<file path="config.mk">
export PLATFORM = sky130hd
export DESIGN_NAME = ps8_req_tracker
export DESIGN_NICKNAME = d
export VERILOG_FILES = /design/src/rtl/ps8_req_tracker.sv
export SDC_FILE = /design/constraint.sdc
export NUM_CORES = 1
export LEC_CHECK = 0
export CAP_MARGIN = 5
export CORE_MARGIN = 2
export CORE_UTILIZATION = 45
export DETAILED_ROUTE_END_ITERATION = 6
export GPL_ROUTABILITY_DRIVEN = 0
export GPL_TIMING_DRIVEN = 0
export PLACE_DENSITY = 0.77
export SLEW_MARGIN = 20
export SYNTH_ARGS = -nofsm -noshare
export SYNTH_HDL_FRONTEND = slang
export SYNTH_SLANG_ARGS = --single-unit
</file>
<file path="constraint.sdc">
create_clock -name clock -period 6.72 [get_ports clock]
set_input_delay 1.344 -clock clock [delete_from_list [all_inputs] [get_ports clock]]
set_output_delay 1.344 -clock clock [all_outputs]
set_load 0.005 [all_outputs]
</file>
<file path="src/rtl/ps8_req_tracker.sv">
// ============================================================================
// ps8_req_tracker : pending-request counters feeding the ps8 priority selector.
// Optional starvation guard: TRACKER_STARVE_EN.  Rev 1.0
// ============================================================================
`default_nettype none

module ps8_req_tracker #(
  parameter int N     = 8,
  parameter int CNT_W = 2,
  parameter int IDX_W = 3
`ifdef TRACKER_STARVE_EN
  ,
  parameter int STARVE_LIM = 15
`endif
) (
  input  logic             clock,
  input  logic             reset_n,
  input  logic [N-1:0]     push,
  input  logic             stall,
  input  logic             clr_ovf,
  input  logic [N-1:0]     gnt,
  output logic [N-1:0]     req,
  output logic             sel_en,
  output logic             grant_valid,
  output logic [IDX_W-1:0] grant_idx,
  output logic [N-1:0]     overflow,
  output logic             gnt_err,
  output logic             busy
`ifdef TRACKER_STARVE_EN
  ,
  output logic             starve
`endif
);

  localparam logic [CNT_W-1:0] CNT_MAX = '1;

  logic [CNT_W-1:0] cnt [N];
  logic [N-1:0]     pending;
  logic [N-1:0]     taken;
  logic [N-1:0]     ovf_evt;
  logic [IDX_W-1:0] hi_idx;
  logic             gnt_multi;
  logic             take_any;
  logic             err_evt;

  generate
    for (genvar g = 0; g < N; g++) begin : g_pend
      assign pending[g] = (cnt[g] != '0);
      assign ovf_evt[g] = push[g] & ~taken[g] & (cnt[g] == CNT_MAX);
    end
  endgenerate

  assign busy   = |pending;
  assign sel_en = ~stall & |req;

  // Only the highest asserted grant bit is honoured; anything else is an error.
  always_comb begin
    hi_idx = '0;
    for (int i = 0; i < N; i++) begin
      if (gnt[i]) hi_idx = IDX_W'(i);
    end
    gnt_multi = ((gnt & (gnt - N'(1))) != '0);
    take_any  = sel_en & (|gnt) & pending[hi_idx];
    taken     = take_any ? (N'(1) << hi_idx) : '0;
    err_evt   = sel_en & (|gnt) & (gnt_multi | ~pending[hi_idx]);
  end

  always_ff @(posedge clock or negedge reset_n) begin
    if (!reset_n) begin
      for (int i = 0; i < N; i++) cnt[i] <= '0;
    end else begin
      for (int i = 0; i < N; i++) begin
        case ({push[i], taken[i]})
          2'b10:   if (cnt[i] != CNT_MAX) cnt[i] <= cnt[i] + CNT_W'(1);
          2'b01:   cnt[i] <= cnt[i] - CNT_W'(1);
          default: cnt[i] <= cnt[i];
        endcase
      end
    end
  end

  // A fresh error event in the clearing cycle keeps the sticky bit set.
  always_ff @(posedge clock or negedge reset_n) begin
    if (!reset_n) begin
      overflow    <= '0;
      gnt_err     <= 1'b0;
      grant_valid <= 1'b0;
      grant_idx   <= '0;
    end else begin
      overflow    <= (overflow & ~{N{clr_ovf}}) | ovf_evt;
      gnt_err     <= (gnt_err & ~clr_ovf) | err_evt;
      grant_valid <= take_any;
      if (take_any) grant_idx <= hi_idx;
    end
  end

`ifdef TRACKER_STARVE_EN
  localparam int WAIT_W = $clog2(STARVE_LIM + 1);
  localparam logic [WAIT_W-1:0] WAIT_MAX = WAIT_W'(STARVE_LIM);

  logic [WAIT_W-1:0] wait_cnt [N];
  logic [N-1:0]      starving;
  logic [N-1:0]      req_mask;
  logic              found;

  generate
    for (genvar g = 0; g < N; g++) begin : g_starve
      assign starving[g] = (wait_cnt[g] == WAIT_MAX);
    end
  endgenerate

  always_ff @(posedge clock or negedge reset_n) begin
    if (!reset_n) begin
      for (int i = 0; i < N; i++) wait_cnt[i] <= '0;
    end else begin
      for (int i = 0; i < N; i++) begin
        if (taken[i] || !pending[i])  wait_cnt[i] <= '0;
        else if (!starving[i])        wait_cnt[i] <= wait_cnt[i] + WAIT_W'(1);
      end
    end
  end

  // Hide requesters above the highest starving one so ps8 must pick it.
  always_comb begin
    found    = 1'b0;
    req_mask = '1;
    for (int i = N - 1; i >= 0; i--) begin
      req_mask[i] = ~(|starving) | found | starving[i];
      found       = found | starving[i];
    end
  end

  assign req    = pending & req_mask;
  assign starve = |starving;
`else
  assign req = pending;
`endif

endmodule

`default_nettype wire

</file>
==> implementation parameters, run 1 <==
Parameter                              Value

Run status
  Outcome    finished clean

Die
  Full die area    4662 sq um
  Die H    68.28 um
  Initial cell density of the core    46.48%
  Row cnt    23
  Core region area    4000 sq um
  Die boundary width    68.28 um
  Total I/O pin count    43

Clock tree
  # resized after CTS    0
  Setup Fix Bufs, Post-CTS    0
  Sinks on Clock Net    29
  Post-cts hold buffer count    0
  Largest buffer count on any clock path    2
  Clock slew seen by the registers of the worst setup and hold paths    0.06 ns
  H-tree levels    2
  TritonCTS clock tree    done
  Clock insertion delay at the later pin of the skew report    0.29 ns
  Cell at the root of the clock tree    sky130_fd_sc_hd__clkbuf_8
  TritonCTS buffer count    5

Logic synthesis
  Largest area contributor in the netlist    sky130_fd_sc_hd__dfrtp_1
  Flip-flop and latch count after synthesis    29
  Gate count of the mapped netlist    205
  Sequential-to-total area share from yosys stat    39.03%
  Post-synthesis net count    225
  Top post-synthesis cells by count    sky130_fd_sc_hd__dfrtp_1, sky130_fd_sc_hd__nor2_1, sky130_fd_sc_hd__inv_1, sky130_fd_sc_hd__o21ai_0, sky130_fd_sc_hd__nand2_1
  Top post-synthesis cells by area    sky130_fd_sc_hd__dfrtp_1, sky130_fd_sc_hd__nor2_1, sky130_fd_sc_hd__o21ai_0, sky130_fd_sc_hd__inv_1, sky130_fd_sc_hd__o2bb2ai_1
  Count of synthesis-stage warnings from yosys    0
  Post-Synthesis Mean Instance Area    9.070 sq um
  Number of synthesized flops with an enable pin    0
  Cell area after technology mapping    1859 sq um
  Most frequently used cell type in the post-synthesis netlist    sky130_fd_sc_hd__dfrtp_1
  Most used flip-flop cell after synthesis    sky130_fd_sc_hd__dfrtp_1
  Distinct cells, synth    50
  Async set-or-reset flop fraction in the synthesized netlist    100.0%
  Area share of the leading cell type in the synthesized netlist    39.03%

Power
  Overall Power    0.0004743 W
  Ratio of total power to cell area    196.1 nW/um^2
  Leakage power    0.8617 nW
  Maximum ir drop on the vdd rail    0.1198 mV

GRT
  Vias in the first global route    1560
  Maximum number of pins on one net before global-route repair    30
  GRT Total Usage    21.12%
  Antenna violations before repair    0
  Final global-route overflow total    0
  Global-route wire length before repair    7.141 mm

Hold path
  Hold Crit Class    register to register
  Worst Min Path Start    overflow[4]$_DFF_PN0_

STA
  Final critical-path setup slack    2.804 ns
  Final-layout setup total negative slack    0 ns
  Max-slew headroom at the worst pin    54.09%
  Count of endpoints failing setup in the final report    0
  Worst-case hold slack    0.4898 ns
  Setup repair after global routing missed its margin    false
  Final-report hold violation count    0
  Final slew viol count    0
  Actual transition at the worst max-transition pin    0.6815 ns
  Final period utilization    58.27%
  Final critical delay including setup and external delays    3.916 ns
  Maximum operating frequency    255.4 MHz
  Maximum clock skew at final layout    0.002183 ns

Route
  Detail-routed via count per cell    5.743
  Number of nets with antenna violations after routing    0
  Number of detailed-routing iterations run before antenna repair    4
  Initial DRC Count    130
  Vias    1740
  Total DRC errors in the routed layout    0
  Total routed wirelength    4.428 mm
  WL per Instance    14.61 um

Critical path
  Endpoint arrival time on the critical path    2.57 ns
  Kind of capture point of the worst setup path    output port
  Critical-path maximum fanout    2
  Most frequent cell on the critical path    sky130_fd_sc_hd__clkdlybuf4s50_1
  Origin of the worst setup path    stall
  Crit-path max cell delay    0.55 ns
  Launching element type of the critical path    input pin
  Path type of the worst setup path    input pin to output port
  Largest delay contributor family on the critical path    buffers and inverters
  Startpoint of the worst-slack reg-to-reg timing path    cnt[2]$_DFFE_PN0P_
  Slowest stage cell, crit path    sky130_fd_sc_hd__clkdlybuf4s50_1
  Buf/Inv on CP    2
  Req. time, crit path    5.38 ns
  Cells traversed along the worst timing path    clkdlybuf4s50_1, a21oi_1, clkdlybuf4s50_1

Final layout
  Count of nets after finishing    272
  Synth-to-layout area growth    30.08%
  Diodes inserted    0
  Fraction of layout instances using a drive strength above 1    7.905%
  Final cell count without fillers    303

Place
  Post-place setup slack    2.555 ns
  Post-placement cell count    295
  Half-perimeter wire length after placement    3.189 mm
  I/O Buffers    40

Flow run
  MaxCap Viol Count    0
## final cells by class
cell class	instances	area, sq um
buffer	6	42.54
clock buffer	7	96.34
clock inverter	1	5.005
fill	378	1582
inverter	15	56.30
multi-input combinational	155	1035
sequential	29	725.7
tap	50	62.56
timing repair buffer	40	395.4
## cell families after synthesis
logic type      share of synthesized area, %
compound gates                         25.91
xor+xnor                               1.413
fa+ha+maj                              1.077
buf+inv                                5.316
flops                                  39.03
mux                                    2.759
simple gates                           24.50
## power breakdown
part	internal, W	switching [W]
Clock	0.0000924	0.0000688
Combinational	0.0000551	0.0000502
Sequential	0.000192	0.0000155
Total	0.000340	0.000134
## cell usage in the layout, fill, tap and decap left out, types with 3 or more instances in the layout
cell type	instances
sky130_fd_sc_hd__clkdlybuf4s50_1	39
sky130_fd_sc_hd__dfrtp_1	29
sky130_fd_sc_hd__nor3_1	7
sky130_fd_sc_hd__xor2_1	3
sky130_fd_sc_hd__mux2i_1	4
sky130_fd_sc_hd__o32a_1	3
sky130_fd_sc_hd__nor2_1	26
sky130_fd_sc_hd__nand2_1	12
sky130_fd_sc_hd__nand3b_1	3
sky130_fd_sc_hd__a2111oi_0	4
sky130_fd_sc_hd__nor2b_1	3
sky130_fd_sc_hd__nor4b_1	3
sky130_fd_sc_hd__nand2b_1	5
sky130_fd_sc_hd__clkbuf_8	7
sky130_fd_sc_hd__o21ai_0	13
sky130_fd_sc_hd__nand3_1	7
sky130_fd_sc_hd__a32o_1	4
sky130_fd_sc_hd__a21oi_1	9
sky130_fd_sc_hd__o22a_1	3
sky130_fd_sc_hd__o31ai_1	5
sky130_fd_sc_hd__o21a_1	3
sky130_fd_sc_hd__o2bb2ai_1	6
sky130_fd_sc_hd__inv_1	15
## layer usage
layer / share of wire, % / track usage, % / vias up / routed length, um
li1: - / - / 863 / -
met1: 45 / 27.20 / 817 / 1975
met2: 47 / 32.89 / 50 / 2097
met3: 5.8 / 5.921 / 10 / 255
met4: 2.2 / 9.500 / 0 / 99
met5: 0 / 0 / - / 0
## worst paths after layout
path                                              end  slack, ns  cells after the start
worst min-delay path            overflow[4]$_DFF_PN0_       0.49                      1
worst min register to register  overflow[4]$_DFF_PN0_       0.49                      1
worst max-delay path                           sel_en       2.80                      3
min in group asynchronous           gnt_err$_DFF_PN0_       1.08                      1
max in group asynchronous         cnt[10]$_DFFE_PN0P_       5.22                      1
worst max register to register    cnt[12]$_DFFE_PN0P_       4.19                      7
## through the flow
step	instance area, sq um	util [%]
floorplan	1859	-
global placement	2322	58.05
detailed placement	2317	57.93
CTS	2419	60.46
global route	2419	60.46
finish	2419	60.46
## registers in the layout, indices dropped and copies added (netlist names)
signal,count
cnt,16
gnt_err,1
grant_idx,3
grant_valid,1
overflow,8
No activity file was read; power rests on OpenSTA's default activity.
==> run 2, diff against run 1 <==
Clock period 6.72 ns to 3.65 ns, I/O delays scaled along.
==> results of run 2 <==
Same layout as run 1 (identical final DEF). Status: finished clean.
Main changes from that run: setup slack after placement 2.555 ns -> 0.09881 ns; setup slack after layout 2.804 ns -> 0.3701 ns; hold slack 0.4898 ns -> 0.4644 ns; start point of the critical path stall -> gnt[4]; end point of the critical path sel_en -> cnt[12]$_DFFE_PN0P_; register-to-register setup slack 4.19 ns -> 1.12 ns; total power 0.0004743 W -> 0.0008731 W; worst IR drop on VDD 0.1198 mV -> 0.2206 mV
==> run 3, diff against run 2 <==
Settings changed: CORE_UTILIZATION 45 to 50, PLACE_DENSITY 0.77 to 0.84, REMOVE_ABC_BUFFERS set to 1, SETUP_SLACK_MARGIN set to 0.2.
==> run 3 against run 2 <==
Effect of this change: combinational power about the same; non-clock buffer count fell by 3; fmax down 0.42%; final area grew 0.41%; first-iteration DRC count fell by 35%; sequential cell count unchanged; critical path type unchanged; largest cell class unchanged; largest power group unchanged.
==> implementation parameters, run 3 (synthesis gave the netlist of run 1 again) <==
Parameter                              Value

STA
  Final period utilization    90.24% (was 89.86%)
  Final critical delay including setup and external delays    3.294 ns (was 3.280 ns)
  Setup repair after global routing missed its margin    false (unchanged)
  Final slew viol count    0 (unchanged)
  Final-report hold violation count    0 (unchanged)
  Final critical-path setup slack    0.3562 ns (was 0.3701 ns)
  Max-slew headroom at the worst pin    44.87% (was 54.09%)
  Maximum clock skew at final layout    0.006885 ns (was 0.002183 ns)
  Count of endpoints failing setup in the final report    0 (unchanged)
  Final-layout setup total negative slack    0 ns (unchanged)
  Maximum operating frequency    303.6 MHz (was 304.9 MHz)
  Actual transition at the worst max-transition pin    0.8220 ns (was 0.6815 ns)

Route
  WL per Instance    14.10 um (was 14.61 um)
  Vias    1763 (was 1740)
  Initial DRC Count    84 (was 130)
  Number of detailed-routing iterations run before antenna repair    4 (unchanged)
  Number of nets with antenna violations after routing    0 (unchanged)
  Total routed wirelength    4.202 mm (was 4.428 mm)
  Total DRC errors in the routed layout    0 (unchanged)
  Detail-routed via count per cell    5.916 (was 5.743)

Power
  Maximum ir drop on the vdd rail    0.2050 mV (was 0.2206 mV)
  P_int    0.0006264 W (was 0.0006255 W)
  Share of power burned in combinational logic    22.0% (was 22.2%)
  Ratio of total power to cell area    359.4 nW/um^2 (was 361.0 nW/um^2)
  Part of the total power dissipated in the clock network    33.8% (was 34.0%)
  Seq pwr share    44.2% (was 43.8%)
  Leakage power    0.8645 nW (was 0.8617 nW)
  Net switching share of the total power    28.23% (was 28.36%)
  Net switching power of the design    0.0002464 W (was 0.0002476 W)

GRT
  Maximum number of pins on one net before global-route repair    30 (unchanged)
  Antenna violations before repair    0 (unchanged)
  Vias in the first global route    1686 (was 1560)
  Global-route wire length before repair    7.410 mm (was 7.141 mm)
  Final global-route overflow total    0 (unchanged)
  GRT Total Usage    22.88% (was 21.12%)

Place
  Half-perimeter wire length after placement    3.125 mm (was 3.189 mm)
  I/O Buffers    42 (was 40)
  Post-place setup slack    -0.02418 ns (was 0.09881 ns)
  Post-placement cell count    290 (was 295)

Flow run
  MaxCap Viol Count    0 (unchanged)

Clock tree
  Cell at the root of the clock tree    sky130_fd_sc_hd__clkbuf_8 (unchanged)
  Sinks on Clock Net    29 (unchanged)
  Setup Fix Bufs, Post-CTS    0 (unchanged)
  TritonCTS clock tree    done (unchanged)
  # resized after CTS    0 (unchanged)
  TritonCTS buffer count    5 (unchanged)
  Post-cts hold buffer count    0 (unchanged)
  Clock slew seen by the registers of the worst setup and hold paths    0.07 ns (was 0.06 ns)
  Largest buffer count on any clock path    2 (unchanged)
  H-tree levels    2 (unchanged)
  Clock insertion delay at the later pin of the skew report    0.29 ns (about the same)

Final layout
  Leading cell type in the layout, fill and taps excluded    sky130_fd_sc_hd__clkdlybuf4s50_1 (unchanged)
  Area taken by multi-input logic gates    1056 sq um (was 1035 sq um)
  Synth-to-layout area growth    30.62% (was 30.08%)
  Most used cells in the layout excluding fill and tap cells    sky130_fd_sc_hd__clkdlybuf4s50_1, sky130_fd_sc_hd__dfrtp_1, sky130_fd_sc_hd__nor2_1 (unchanged)
  Count of nets after finishing    269 (was 272)
  Max FFs per register    16 (unchanged)
  Diodes inserted    0 (unchanged)
  Registers with the most flip-flops    cnt (16), overflow (8), grant_idx (3) (unchanged)
  Area of all sequential standard cells    725.7 sq um (unchanged)
  Fillers    298 (was 378)
  Final cell count without fillers    298 (was 303)
  Fraction of layout instances using a drive strength above 1    8.000% (was 7.905%)
  Register ranked first by flip-flop count    cnt (unchanged)

Die
  Die H    64.98 um (was 68.28 um)
  Core region area    3606 sq um (was 4000 sq um)
  Full die area    4222 sq um (was 4662 sq um)
  Row cnt    22 (was 23)
  Total I/O pin count    43 (unchanged)
  Die boundary width    64.98 um (was 68.28 um)
  Initial cell density of the core    51.56% (was 46.48%)

Critical path
  Kind of capture point of the worst setup path    register (unchanged)
  Launching element type of the critical path    input pin (unchanged)
  Path type of the worst setup path    input pin to register (unchanged)
  Endpoint arrival time on the critical path    3.51 ns (was 3.45 ns)
  Req. time, crit path    3.86 ns (was 3.82 ns)
  Critical-path maximum fanout    12 (was 8)

Hold path
  Hold Crit Class    input pin to async pin (unchanged)

Run status
  Outcome    finished clean (unchanged)
==> run 3: cell types whose count changed in the layout (fill, tap and decap cells not counted), sizes merged <==
cell and delta:
buf -3, clkbuf -2, clkdlybuf4s50 +1, dlymetal6s2s +1
==> run 3: critical path, cell delays in order <==
cell and delay [ns]:
sky130_fd_sc_hd__clkdlybuf4s50_1 0.58, sky130_fd_sc_hd__or4_4 0.59, sky130_fd_sc_hd__or2_1 0.39, sky130_fd_sc_hd__and4b_2 0.41, sky130_fd_sc_hd__o31ai_4 0.11, sky130_fd_sc_hd__buf_6 0.23, sky130_fd_sc_hd__nor3b_4 0.25, sky130_fd_sc_hd__mux2i_1 0.20
==> run 3: final cells by class <==
class                      count  share of cell area, %
clock inverter                 1                 0.2061
inverter                      15                  2.318
timing repair buffer          43                  17.67
tap                           48                  2.473
clock buffer                   7                  3.967
sequential                    29                  29.88
multi-input combinational    155                  43.48
==> run 3: power groups by stage <==
stage | logic (W) | registers [W] | clock network (W)
4_1_cts | 0.000192 | 0.000385 | 0.000300
2_1_floorplan | 0.0000849 | 0.000387 | 0
6_report | 0.000192 | 0.000386 | 0.000295
5_1_grt | 0.000211 | 0.000390 | 0.000321
3_3_place_gp | 0.000183 | 0.000389 | 0
3_5_place_dp | 0.000192 | 0.000390 | 0
==> run 3: through the flow <==
step	hold WS, ns	utilization (%)	area [sq um]	power (W)
floorplan	0.4344	-	1817	0.0004717
global placement	0.4613	63.71	2297	0.0005722
detailed placement	0.4799	64.26	2317	0.0005819
CTS	0.4814	67.07	2419	0.0008770
global route	0.5086	67.35	2429	0.0009223
finish	0.4583	67.35	2429	0.0008728
==> run 3: layer usage <==
metal | global-route usage, % | up-vias | wire, um
met2 | 34.66 | 57 | 1972
li1 | - | 855 | -
met5 | 0 | - | 0
met4 | 11.97 | 0 | 87
met3 | 4.688 | 7 | 232
met1 | 30.72 | 844 | 1909
==> run 3: final timing paths <==
kind                                            start                       end  slack [ns]  cells after the start
min in group clock              overflow[2]$_DFF_PN0_     overflow[2]$_DFF_PN0_        0.49                      1
max in group asynchronous                     reset_n        cnt[7]$_DFFE_PN0P_        2.77                      1
worst min register to register  overflow[2]$_DFF_PN0_     overflow[2]$_DFF_PN0_        0.49                      1
worst min-delay path                          reset_n       cnt[13]$_DFFE_PN0P_        0.46                      1
worst max register to register    cnt[14]$_DFFE_PN0P_  grant_idx[1]$_DFFE_PN0P_        1.03                      6
worst max-delay path                           gnt[5]        cnt[2]$_DFFE_PN0P_        0.36                      8
